**src/rtl/mine_pkg.sv**
```systemverilog
// Shared types and constants for 5x5 mine placement.
package mine_pkg;

  localparam int unsigned CELLS     = 25;
  localparam int unsigned ROWS      = 5;
  localparam int unsigned COLS      = 5;
  localparam int unsigned IDX_W     = 5;
  localparam int unsigned MAX_TRIES = 64;
  localparam int unsigned TRY_W     = 7;
  localparam int unsigned SUM_W     = 11;

  typedef logic [IDX_W-1:0] cell_idx_t;

  typedef enum logic [2:0] {
    ST_IDLE,
    ST_LOAD,
    ST_GEN,
    ST_CHECK,
    ST_DONE,
    ST_FAIL
  } state_t;

endpackage

```
**src/rtl/mine_place_ctrl_lcg_step.sv**
```systemverilog
// One LCG step: (a*x + c) mod 25, computed at full 11-bit width before the modulo.
module lcg_step
  import mine_pkg::*;
(
  input  logic [IDX_W-1:0] a,
  input  logic [IDX_W-1:0] c,
  input  logic [IDX_W-1:0] x,
  output logic [IDX_W-1:0] x_next_c
);

  logic [SUM_W-1:0] sum_c;

  // Product and add never overflow 11 bits (31*31+31 = 992)
  assign sum_c    = SUM_W'(a) * SUM_W'(x) + SUM_W'(c);
  assign x_next_c = IDX_W'(sum_c % SUM_W'(CELLS));

endmodule

```
**src/rtl/mine_place_ctrl.sv**
```systemverilog
// Places a requested number of unique mines on a 5x5 board using an LCG,
// skipping duplicates and the first-click safe cell.
// Build option: MINE_PLACE_LINEAR_PROBE_EN - resolve collisions by probing the
// next cell instead of re-rolling (no MAX_TRIES bound).
module mine_place_ctrl
  import mine_pkg::*;
(
  input  logic                 in_clka,
  input  logic                 in_reset,
  input  logic                 in_start,
  input  logic [IDX_W-1:0]     in_seed,
  input  logic [IDX_W-1:0]     in_mult,
  input  logic [IDX_W-1:0]     in_increment,
  input  logic [IDX_W-1:0]     in_mines_num,
  input  logic [IDX_W-1:0]     in_safe_idx,
  output logic                 out_busy,
  output logic                 out_done,
  output logic                 out_fail,
  output logic [CELLS-1:0]     out_mines,
  output logic [IDX_W-1:0]     out_placed_cnt,
  output logic [TRY_W-1:0]     out_reject_cnt
);

  state_t           state, state_next;
  cell_idx_t        x, x_next;
  cell_idx_t        cand, cand_next;
  cell_idx_t        mult, mult_next;
  cell_idx_t        incr, incr_next;
  cell_idx_t        mines_num, mines_num_next;
  cell_idx_t        safe_idx, safe_idx_next;
  logic [CELLS-1:0] mines_next;
  cell_idx_t        placed_next;
  logic [TRY_W-1:0] reject_next;
  cell_idx_t        lcg_c;
  logic             hit_c;

  lcg_step u_lcg_step (
    .a        (mult),
    .c        (incr),
    .x        (x),
    .x_next_c (lcg_c)
  );

  assign hit_c = (cand == safe_idx) || out_mines[cand];

  // Next-state and datapath update
  always_comb begin
    state_next     = state;
    x_next         = x;
    cand_next      = cand;
    mult_next      = mult;
    incr_next      = incr;
    mines_num_next = mines_num;
    safe_idx_next  = safe_idx;
    mines_next     = out_mines;
    placed_next    = out_placed_cnt;
    reject_next    = out_reject_cnt;

    case (state)
      ST_IDLE, ST_DONE, ST_FAIL: begin
        if (in_start) begin
          state_next     = ST_LOAD;
          mult_next      = in_mult;
          incr_next      = in_increment;
          mines_num_next = in_mines_num;
          safe_idx_next  = in_safe_idx;
          x_next         = in_seed;
          mines_next     = '0;
          placed_next    = '0;
          reject_next    = '0;
        end
      end
      ST_LOAD: begin
        if ((mines_num > IDX_W'(CELLS - 1)) || (safe_idx >= IDX_W'(CELLS)))
          state_next = ST_FAIL;
        else if (mines_num == '0)
          state_next = ST_DONE;
        else
          state_next = ST_GEN;
      end
      ST_GEN: begin
        cand_next  = lcg_c;
        state_next = ST_CHECK;
      end
      ST_CHECK: begin
        if (hit_c) begin
          x_next = cand;
`ifdef MINE_PLACE_LINEAR_PROBE_EN
          // Probe forward; the counter saturates since probing is unbounded by design
          if (out_reject_cnt != {TRY_W{1'b1}})
            reject_next = out_reject_cnt + TRY_W'(1);
          cand_next = (cand == IDX_W'(CELLS - 1)) ? '0 : cand + IDX_W'(1);
`else
          reject_next = out_reject_cnt + TRY_W'(1);
          if (out_reject_cnt == TRY_W'(MAX_TRIES - 1))
            state_next = ST_FAIL;
          else
            state_next = ST_GEN;
`endif
        end else begin
          mines_next[cand] = 1'b1;
          placed_next      = out_placed_cnt + IDX_W'(1);
          x_next           = cand;
          if (out_placed_cnt == mines_num - IDX_W'(1))
            state_next = ST_DONE;
          else
            state_next = ST_GEN;
        end
      end
      default: state_next = ST_IDLE;
    endcase
  end

  // State, datapath and status registers
  always_ff @(posedge in_clka or posedge in_reset) begin
    if (in_reset) begin
      state          <= ST_IDLE;
      x              <= '0;
      cand           <= '0;
      mult           <= '0;
      incr           <= '0;
      mines_num      <= '0;
      safe_idx       <= '0;
      out_mines      <= '0;
      out_placed_cnt <= '0;
      out_reject_cnt <= '0;
      out_busy       <= 1'b0;
      out_done       <= 1'b0;
      out_fail       <= 1'b0;
    end else begin
      state          <= state_next;
      x              <= x_next;
      cand           <= cand_next;
      mult           <= mult_next;
      incr           <= incr_next;
      mines_num      <= mines_num_next;
      safe_idx       <= safe_idx_next;
      out_mines      <= mines_next;
      out_placed_cnt <= placed_next;
      out_reject_cnt <= reject_next;
      out_busy       <= (state == ST_LOAD) || (state == ST_GEN) || (state == ST_CHECK);
      out_done       <= (state == ST_DONE);
      out_fail       <= (state == ST_FAIL);
    end
  end

endmodule

```
**config.mk**
```make
export PLATFORM = sky130hd
export DESIGN_NAME = mine_place_ctrl
export DESIGN_NICKNAME = d
export VERILOG_FILES = /design/src/rtl/mine_pkg.sv /design/src/rtl/mine_place_ctrl_lcg_step.sv /design/src/rtl/mine_place_ctrl.sv
export SDC_FILE = /design/constraint.sdc
export NUM_CORES = 1
export LEC_CHECK = 0
export CAP_MARGIN = 30
export CELL_PAD_IN_SITES_DETAIL_PLACEMENT = 1
export CELL_PAD_IN_SITES_GLOBAL_PLACEMENT = 2
export CORE_MARGIN = 3
export CORE_UTILIZATION = 39
export CTS_CLUSTER_DIAMETER = 200
export CTS_CLUSTER_SIZE = 24
export DETAILED_ROUTE_END_ITERATION = 10
export PLACE_DENSITY_LB_ADDON = 0.1
export SETUP_SLACK_MARGIN = 0.5
export SLEW_MARGIN = 20
export SYNTH_ARGS = -nofsm -noshare
export SYNTH_HDL_FRONTEND = slang
export SYNTH_SLANG_ARGS = --single-unit
```
**constraint.sdc**
```tcl
create_clock -name in_clka -period 16.45 [get_ports in_clka]
set_clock_uncertainty 0.05 [all_clocks]
set_input_delay 4.1125 -clock in_clka [delete_from_list [all_inputs] [get_ports in_clka]]
set_output_delay 4.1125 -clock in_clka [all_outputs]
set_load 0.05 [all_outputs]
```
==> out/metrics.csv, run 1 <==
metric,value,unit
CTS buffer count,9,
TritonCTS clock tree,built,
Layout Area Growth over Synthesis,19.1,%
CTS Root Cell,clkbuf_16,
Buffers on Ports,67,
Die Wd,131,µm
Worst Path Max Fanout,11,
largest net degree at the start of global routing,74,
Core ar.,14900,µm²
worst hold path type,reg -> reg,
initial core utilization,0.408,
final wirelength,17000,µm
Tmin final,8.85,ns
fin crit share,0.538,
antenna-violating nets left,0,
status,"finished, final reports clean",
Crit-path slowest cell,a21oi_1,
dpl ws,7.64,ns
Syn Nets,727,
Slew Limit Fails,0,
fin cells,898,
Final setup viols,0,
Syn Inst Count,656,
GRT Total Usage,0.202,
worst slew pin tran,1.01,ns
Hold Buf Count CTS,0,
Syn. warnings,0,
# DRC,0,
clock buffer depth,2,
Inst Count DP,879,
die area,17100,µm²
initial antenna violation count,0,
worst stage delay on the critical path,0.68,ns
crit start category,flip-flop,
fin worst setup slack,7.60,ns
TritonRoute pass-1 iters,4,
Post-synth EDFFs,0,
Synth top area share,0.301,
asr flop ratio synth,1.00,
die height,131,µm
Slew HR,0.320,
most common cell in the netlist,dfrtp_1,
Max Cap Violations,0,
"area leader, netlist",dfrtp_1,
I/O pin count,68,
fill cell count,1700,
dpl cell area,6850,µm²
num rows,44,
final hold vios,0,
H-tree levels,3,
total negative slack,0,ns
share of layout cells above drive strength 1,0.126,
clock sink count,73,
Setup CP Type,reg -> reg,
first-pass GRT wire length,27700,µm
post-route cell area,7220,µm²
mean post-synth cell area,9.24,µm²
predominant post-synthesis flop cell,dfrtp_1,
via count,5182,
nets,780,
worst-skew pair later-pin latency,0.33,ns
RSZ-0062 raised after global routing,false,
grt ovf,0,
Final Wtd Congestion,0.845,
CP most frequent cell,fa_1,
crit path capture type,flip-flop,
"top cells by area, synth","dfrtp_1, ha_1, fa_1",
postcts setup bufs,0,
initial drt markers,293,
"Distinct cells, synth",91,
Synth top cells by count,"dfrtp_1, nor2_1, nand2_1",
WL/cell,18.9,µm
CP arrival,9.07,ns
Clock transition at path regs,0.06,ns
data required time at the worst endpoint,16.66,ns
post-CTS resize count,0,
"Cell Area, Synth",6060,µm²
post-synthesis sequential area ratio,0.301,
vias in the first global route,5405,
Seq cells post-synth,73,
post-DP HPWL,12800,µm
Vias/cell,5.77,
Max Clock Freq,113,MHz
ANT cells,0,
[cell usage in the layout, fill, tap and decap left out, types with 7 or more instances in the layout]
master	synthesis	layout
fa_1	14	14
dfrtp_1	73	73
o21a_1	7	7
inv_1	33	32
o21ai_0	18	18
xor2_1	17	17
mux2i_1	7	7
nor2_1	67	67
clkdlybuf4s50_1	0	67
and2_1	26	26
nand2b_1	7	7
o21ai_1	8	8
clkbuf_16	0	9
a21oi_1	44	44
nand2_1	54	54
xnor2_1	18	18
nand4_1	13	13
ha_1	29	29
mux2_2	19	19
a22oi_1	9	9
nor3_1	14	14
nand3_1	12	12
[path summary, 6_finish.rpt]
kind | start | end | slack [ns] | cells past startpoint
worst max-delay path | mult[1] | cand[1] | 7.60 | 28
worst min-delay path | out_mines[5] | out_mines[5] | 0.48 | 2
worst max register to register | mult[1] | cand[1] | 7.60 | 28
worst min register to register | out_mines[5] | out_mines[5] | 0.48 | 2
max in group asynchronous | in_reset | out_reject_cnt[5] | 11.73 | 4
min in group asynchronous | in_reset | out_mines[11] | 4.06 | 3
[worst max-delay path, delay by kind of cell (launching register included)]
kind	cells	cell delay [ns]
AO/OA/AOI/OAI	12	3.80
adder cells (fa/ha/maj)	5	2.26
AND/OR/NAND/NOR	7	1.76
flip-flops	1	0.42
XOR/XNOR	2	0.36
buffers and inverters	2	0.09
[metrics by stage]
step	util	hold WS (ns)
finish	0.486	0.480
detailed placement	0.461	0.466
global route	0.486	0.521
floorplan	-	0.437
global placement	0.461	0.452
CTS	0.483	0.487
[layout make-up]
type / instances / area (µm²) / share of cell area
Clock inverter: 5 / 77.6 / 0.0107
Tap cell: 184 / 230 / 0.0319
Sequential cell: 73 / 1830 / 0.253
Timing Repair Buffer: 72 / 723 / 0.100
Multi-Input combinational cell: 520 / 3990 / 0.552
Inverter: 33 / 124 / 0.0172
Clock buffer: 11 / 253 / 0.0350
[sequential cells by signal, summed over array words and instances (netlist names)]
| register | cells |
|---|---|
| incr | 5 |
| cand | 5 |
| x | 5 |
| state | 3 |
| out_reject_cnt | 7 |
| mult | 5 |
| out_done | 1 |
| out_mines | 25 |
| out_fail | 1 |
| out_busy | 1 |
| mines_num | 5 |
| out_placed_cnt | 5 |
| safe_idx | 5 |
[cells by family (layout without fill, tap and decap cells)]
family          after synthesis  count (layout)  share of synthesized area
simple gates                236             236                      0.196
compound gates              168             168                      0.219
flops                        73              73                      0.301
buf+inv                      63             121                     0.0421
fa+ha+maj                    43              43                      0.106
xor+xnor                     40              40                     0.0640
mux                          33              33                     0.0714
[routing by layer]
layer  track usage  vias to the layer above  wire (µm)
li1              -                     2464          -
met1         0.288                     2615       8290
met2         0.333                       94       8050
met3        0.0305                        9        520
met4        0.0302                        0        100
met5             0                        -          0
Power of run 1 is left out: the tool's default activity adds up to more than one toggle a clock period on the data nets, which glitch-free logic cannot reach.
==> run 2, diff against run 1 <==
Settings changed: CORE_UTILIZATION 39 to 33.
Clock period 16.45 ns to 8.1 ns, I/O delays scaled along.
==> run 2 against run 1 <==
Fmax is 16% higher; setup slack worse by 7.1 ns; global-route usage is 1.9 points lower; count of clock-buffer cells in the layout stayed put.
==> out/metrics.csv, run 2 (synthesis results as in run 1) <==
metric,value,unit,change
num rows,48,,+9.1%
M3 GR Usage,0.0286,,-0.00184
first-pass GRT wire length,30200,µm,+9.1%
clock sink count,73,,unchanged
worst stage delay on the critical path,0.52,ns,-0.16 ns
Worst Path Max Fanout,7,,-4
# DRC,0,,unchanged
Layout Area Growth over Synthesis,37.1,%,
WL/cell,18.5,µm,-2.3%
initial core utilization,0.343,,-0.0645
gr busiest metal,met2,,
WHS Path Cells,2,,unchanged
met1 GRT Util,0.258,,-0.0306
status,"finished, final reports clean",,
CP bufs+invs,5,,+3
H-tree levels,3,,unchanged
post-DP HPWL,13400,µm,+4.7%
GRT Total Usage,0.182,,-0.0195
fin cells,1011,,+13%
Reg2Reg Capture Point,cand[1],,
Tmin final,7.60,ns,-1.25 ns
critical path's top delay family,simple AND/OR/NAND/NOR gates,,
crit path capture type,flip-flop,,
"commonest non-fill, non-tap cells in the layout","buf_4, clkdlybuf4s50_1, dfrtp_1",,
fill cell count,1991,,+17%
Vias/cell,5.39,,-6.6%
via count,5451,,+5.2%
initial antenna violation count,0,,unchanged
max FFs per register,25,,unchanged
hold wc startpoint,out_mines[6],,
Setup CP Type,reg -> reg,,
RSZ-0062 raised after global routing,true,,
Core ar.,17700,µm²,+19%
Slew Limit Fails,0,,unchanged
data required time at the worst endpoint,8.31,ns,-8.35 ns
fin crit share,0.938,,+0.400
R2R depth,31,,+11%
Buffers on Ports,67,,unchanged
worst hold path type,reg -> reg,,
GR met2 Demand/Resource,0.303,,-0.0298
Max Clock Freq,132,MHz,+16%
clock buffer depth,2,,unchanged
die area,20000,µm²,+17%
r2r startpoint,x[1],,
share of layout cells above drive strength 1,0.296,,+0.170
Largest regs,"out_mines x25, out_reject_cnt x7",,
worst-skew pair later-pin latency,0.33,ns,about the same
I/O pin count,68,,unchanged
crit start category,flip-flop,,
hold_ws,0.472,ns,-0.00821 ns
Die Wd,142,µm,+8.3%
Final Wtd Congestion,0.843,,-0.20%
"Most flops, register",out_mines,,
TritonRoute pass-1 iters,4,,unchanged
TritonCTS clock tree,built,,
die height,142,µm,+8.3%
Inst Count DP,948,,+7.8%
grt ovf,0,,unchanged
Max Cap Violations,0,,unchanged
"most common cell after layout, fill and taps aside",buf_4,,
Slew HR,0.347,,+0.0270
worst slew pin tran,0.978,ns,-0.0354 ns
Final setup viols,0,,unchanged
CTS Root Cell,clkbuf_16,,
final wirelength,18700,µm,+10%
antenna-violating nets left,0,,unchanged
FF-to-FF setup slack,0.50,ns,-7.10 ns
final hold vios,0,,unchanged
nets,852,,+9.2%
CTS buffer count,9,,unchanged
initial drt markers,242,,-17%
Clock transition at path regs,0.06,ns,about the same
largest net degree at the start of global routing,74,,unchanged
vias in the first global route,5814,,+7.6%
Crit-path slowest cell,fa_1,,
CP arrival,7.81,ns,-1.26 ns
hold endpoint,out_mines[6],,
ANT cells,0,,unchanged
## run 2: changes by cell type in the layout (fill, tap and decap cells not counted), sizes merged
cell      before  now
clkinvlp       1    0
buf            4   76
clkinv         2    3
## run 2: metal layers
layer | vias up | part of all wire
met5 | - | 0
met4 | 0 | 0.0057
met3 | 12 | 0.026
met2 | 76 | 0.49
met1 | 2764 | 0.48
li1 | 2599 | -
## run 2: cell type report
| cell class | count | area, µm² | area share |
|---|---|---|---|
| inverter | 33 | 124 | 0.0149 |
| multi-input combinational | 520 | 4480 | 0.539 |
| clock buffer | 11 | 243 | 0.0292 |
| timing repair buffer | 144 | 1270 | 0.153 |
| tap | 225 | 282 | 0.0339 |
| sequential | 73 | 1840 | 0.221 |
| clock inverter | 5 | 78.8 | 0.00948 |
## run 2: metrics by stage
step	setup TNS (ns)	worst slack, ns	area, µm²	util
detailed placement	-0.0967	-0.0967	7130	0.404
finish	0	0.500	8320	0.471
floorplan	0	0.503	6080	-
global placement	0	0.0313	7130	0.404
global route	0	0.230	8320	0.471
CTS	0	0.494	7850	0.444
## run 2: worst max-delay path by stage
stage                     endpoint  slack [ns]  cells past startpoint  startpoint
final                      cand[1]        0.50                     31        x[1]
after global routing       cand[1]        0.23                     32        x[1]
after CTS                  cand[1]        0.49                     29        x[1]
after detailed placement   cand[1]        -0.1                     28        x[1]
after global placement     cand[1]        0.03                     28        x[1]
after floorplan            cand[1]        0.50                     29     mult[1]
## run 2: repair_timing
action / CTS / global route
setup endpoints to repair: 5 / 5
endpoints found under the hold margin: 0 / 0
cloned: 0 / 0
hold buffers: 0 / 0
gates resized for setup: 47 / 52
setup buffers: 21 / 24
pin swaps: 25 / 36
## run 2: worst min-delay path, cell delays in order, from the launching register on
cell and delay [ns]:
dfrtp_1 0.36, a21oi_1 0.05, nor2_1 0.07
Power of run 2 is left out for the same reason.
==> run 3, diff against run 2 <==
Settings changed: CORE_ASPECT_RATIO set to 0.9.
==> run 3 against run 2 <==
Global-route usage up 0.67 points; flip-flop and latch count unchanged; first-iteration DRC count rose by 19%; worst hold slack gained 0.013 ns; sequential share of layout area grew 0.35 points; non-clock buffer count down 11; final cell count is 0.40% higher; count of clock-buffer cells in the layout is 1 lower; core utilization shrank 1.3 points; die area about the same; largest cell class unchanged; register-to-register slack better by 0.04 ns.
==> out/metrics.csv, run 3 (synthesis results as in run 1) <==
metric,value,unit,change
first-pass GRT wire length,30800,µm,+1.8%
max FFs per register,25,,unchanged
initial antenna violation count,0,,unchanged
Critical Path Stages,30,,-3.2%
Largest regs,"out_mines x25, out_reject_cnt x7",,
worst hold path type,reg -> reg,,
I/O pin count,68,,unchanged
"commonest non-fill, non-tap cells in the layout","dfrtp_1, clkdlybuf4s50_1, nor2_1",,
Max Cap Violations,0,,unchanged
vias in the first global route,5842,,+0.48%
via count,5446,,-0.092%
initial core utilization,0.340,,-0.00356
Tmin final,7.56,ns,-0.0362 ns
Final Wtd Congestion,0.866,,+2.6%
Core ar.,17800,µm²,+1.0%
worst-skew pair later-pin latency,0.34,ns,about the same
Setup CP Type,reg -> reg,,
Buffers on Ports,67,,unchanged
crit start category,flip-flop,,
# DRC,0,,unchanged
Worst Path Max Fanout,6,,-1
fin crit share,0.934,,-0.00447
dpl cell area,7140,µm²,+0.12%
share of layout cells above drive strength 1,0.265,,-0.0319
WHS Path Cells,2,,unchanged
crit path capture type,flip-flop,,
num rows,46,,-4.2%
Layout Area Growth over Synthesis,34.7,%,
clock sink count,73,,unchanged
TritonCTS clock tree,built,,
worst stage delay on the critical path,0.57,ns,+0.05 ns
post-route cell area,8170,µm²,-1.8%
"most common cell after layout, fill and taps aside",dfrtp_1,,
Slew HR,0.369,,+0.0217
CP bufs+invs,4,,-1
largest net degree at the start of global routing,74,,unchanged
initial drt markers,288,,+19%
total negative slack,0,ns,unchanged
clock buffer depth,2,,unchanged
post-DP HPWL,13900,µm,+3.4%
final wirelength,19100,µm,+2.3%
die area,20000,µm²,about the same
Final setup viols,0,,unchanged
Vias/cell,5.37,,-0.49%
hold_ws,0.485,ns,+0.0125 ns
CTS buffer count,9,,unchanged
Slew Limit Fails,0,,unchanged
H-tree levels,3,,unchanged
status,"finished, final reports clean",,
antenna-violating nets left,0,,unchanged
GRT Total Usage,0.189,,+0.00673
worst slew pin tran,0.945,ns,-0.0325 ns
nets,841,,-1.3%
Crit-path slowest cell,fa_2,,
CP arrival,7.79,ns,-0.02 ns
Clock transition at path regs,0.06,ns,about the same
Hold Buf Count CTS,0,,unchanged
final core occ,0.458,,-0.0131
die height,135,µm,-4.9%
Die Wd,149,µm,+5.2%
"Most flops, register",out_mines,,
critical path's top delay family,simple AND/OR/NAND/NOR gates,,
RSZ-0062 raised after global routing,true,,
WL/cell,18.8,µm,+1.9%
grt ovf,0,,unchanged
ANT cells,0,,unchanged
R2R depth,30,,-3.2%
final hold vios,0,,unchanged
TritonRoute pass-1 iters,4,,unchanged
Max Clock Freq,132,MHz,+0.48%
CTS Root Cell,clkbuf_16,,
data required time at the worst endpoint,8.32,ns,about the same
## run 3: metal layers
metal	global-route usage	part of all wire	vias up
met5	0	0	-
met2	0.303	0.47	87
met4	0.0290	0.0086	0
li1	-	-	2596
met1	0.274	0.49	2746
met3	0.0332	0.034	17
## run 3: path summary, 6_finish.rpt
path	start	to	slack, ns
max	mult[1]	cand[1]	0.54
min	out_mines[4]	out_mines[4]	0.48
min reg2reg	out_mines[4]	out_mines[4]	0.48
min in group asynchronous	in_reset	safe_idx[1]	2.00
max reg2reg	mult[1]	cand[1]	0.54
max in group asynchronous	in_reset	mult[0]	5.43
## run 3: repair_timing
action	4_1_cts	5_1_grt
pin swaps	22	29
setup buffers	22	12
resized for setup	51	37
setup endpoints to repair	5	5
## run 3: worst register-to-register path, delay by kind of cell, from the launching register on
kind | cells | cell delay [ns]
xor gates and xnor gates | 2 | 0.45
DFF | 1 | 0.42
and+or+nand+nor | 10 | 2.15
AOI/OAI and AO/OA | 9 | 1.94
adders and majority gates | 5 | 2.04
buffers and inverters | 4 | 0.45
## run 3: layout make-up
type                       count  area, µm²
multi-input combinational    520       4420
clock buffer                  10        239
fill                        2004       9670
clock inverter                 6       66.3
tap                          240        300
timing repair buffer         133       1190
sequential                    73       1830
inverter                      33        124
## run 3: per-stage QoR
step	std cells	setup slack, ns
final	1015	0.536
after global routing	1015	0.261
after CTS	1000	0.501
after detailed placement	962	-0.0699
after global placement	961	0.164
after floorplan	656	0.503
Power of run 3 is left out for the same reason.
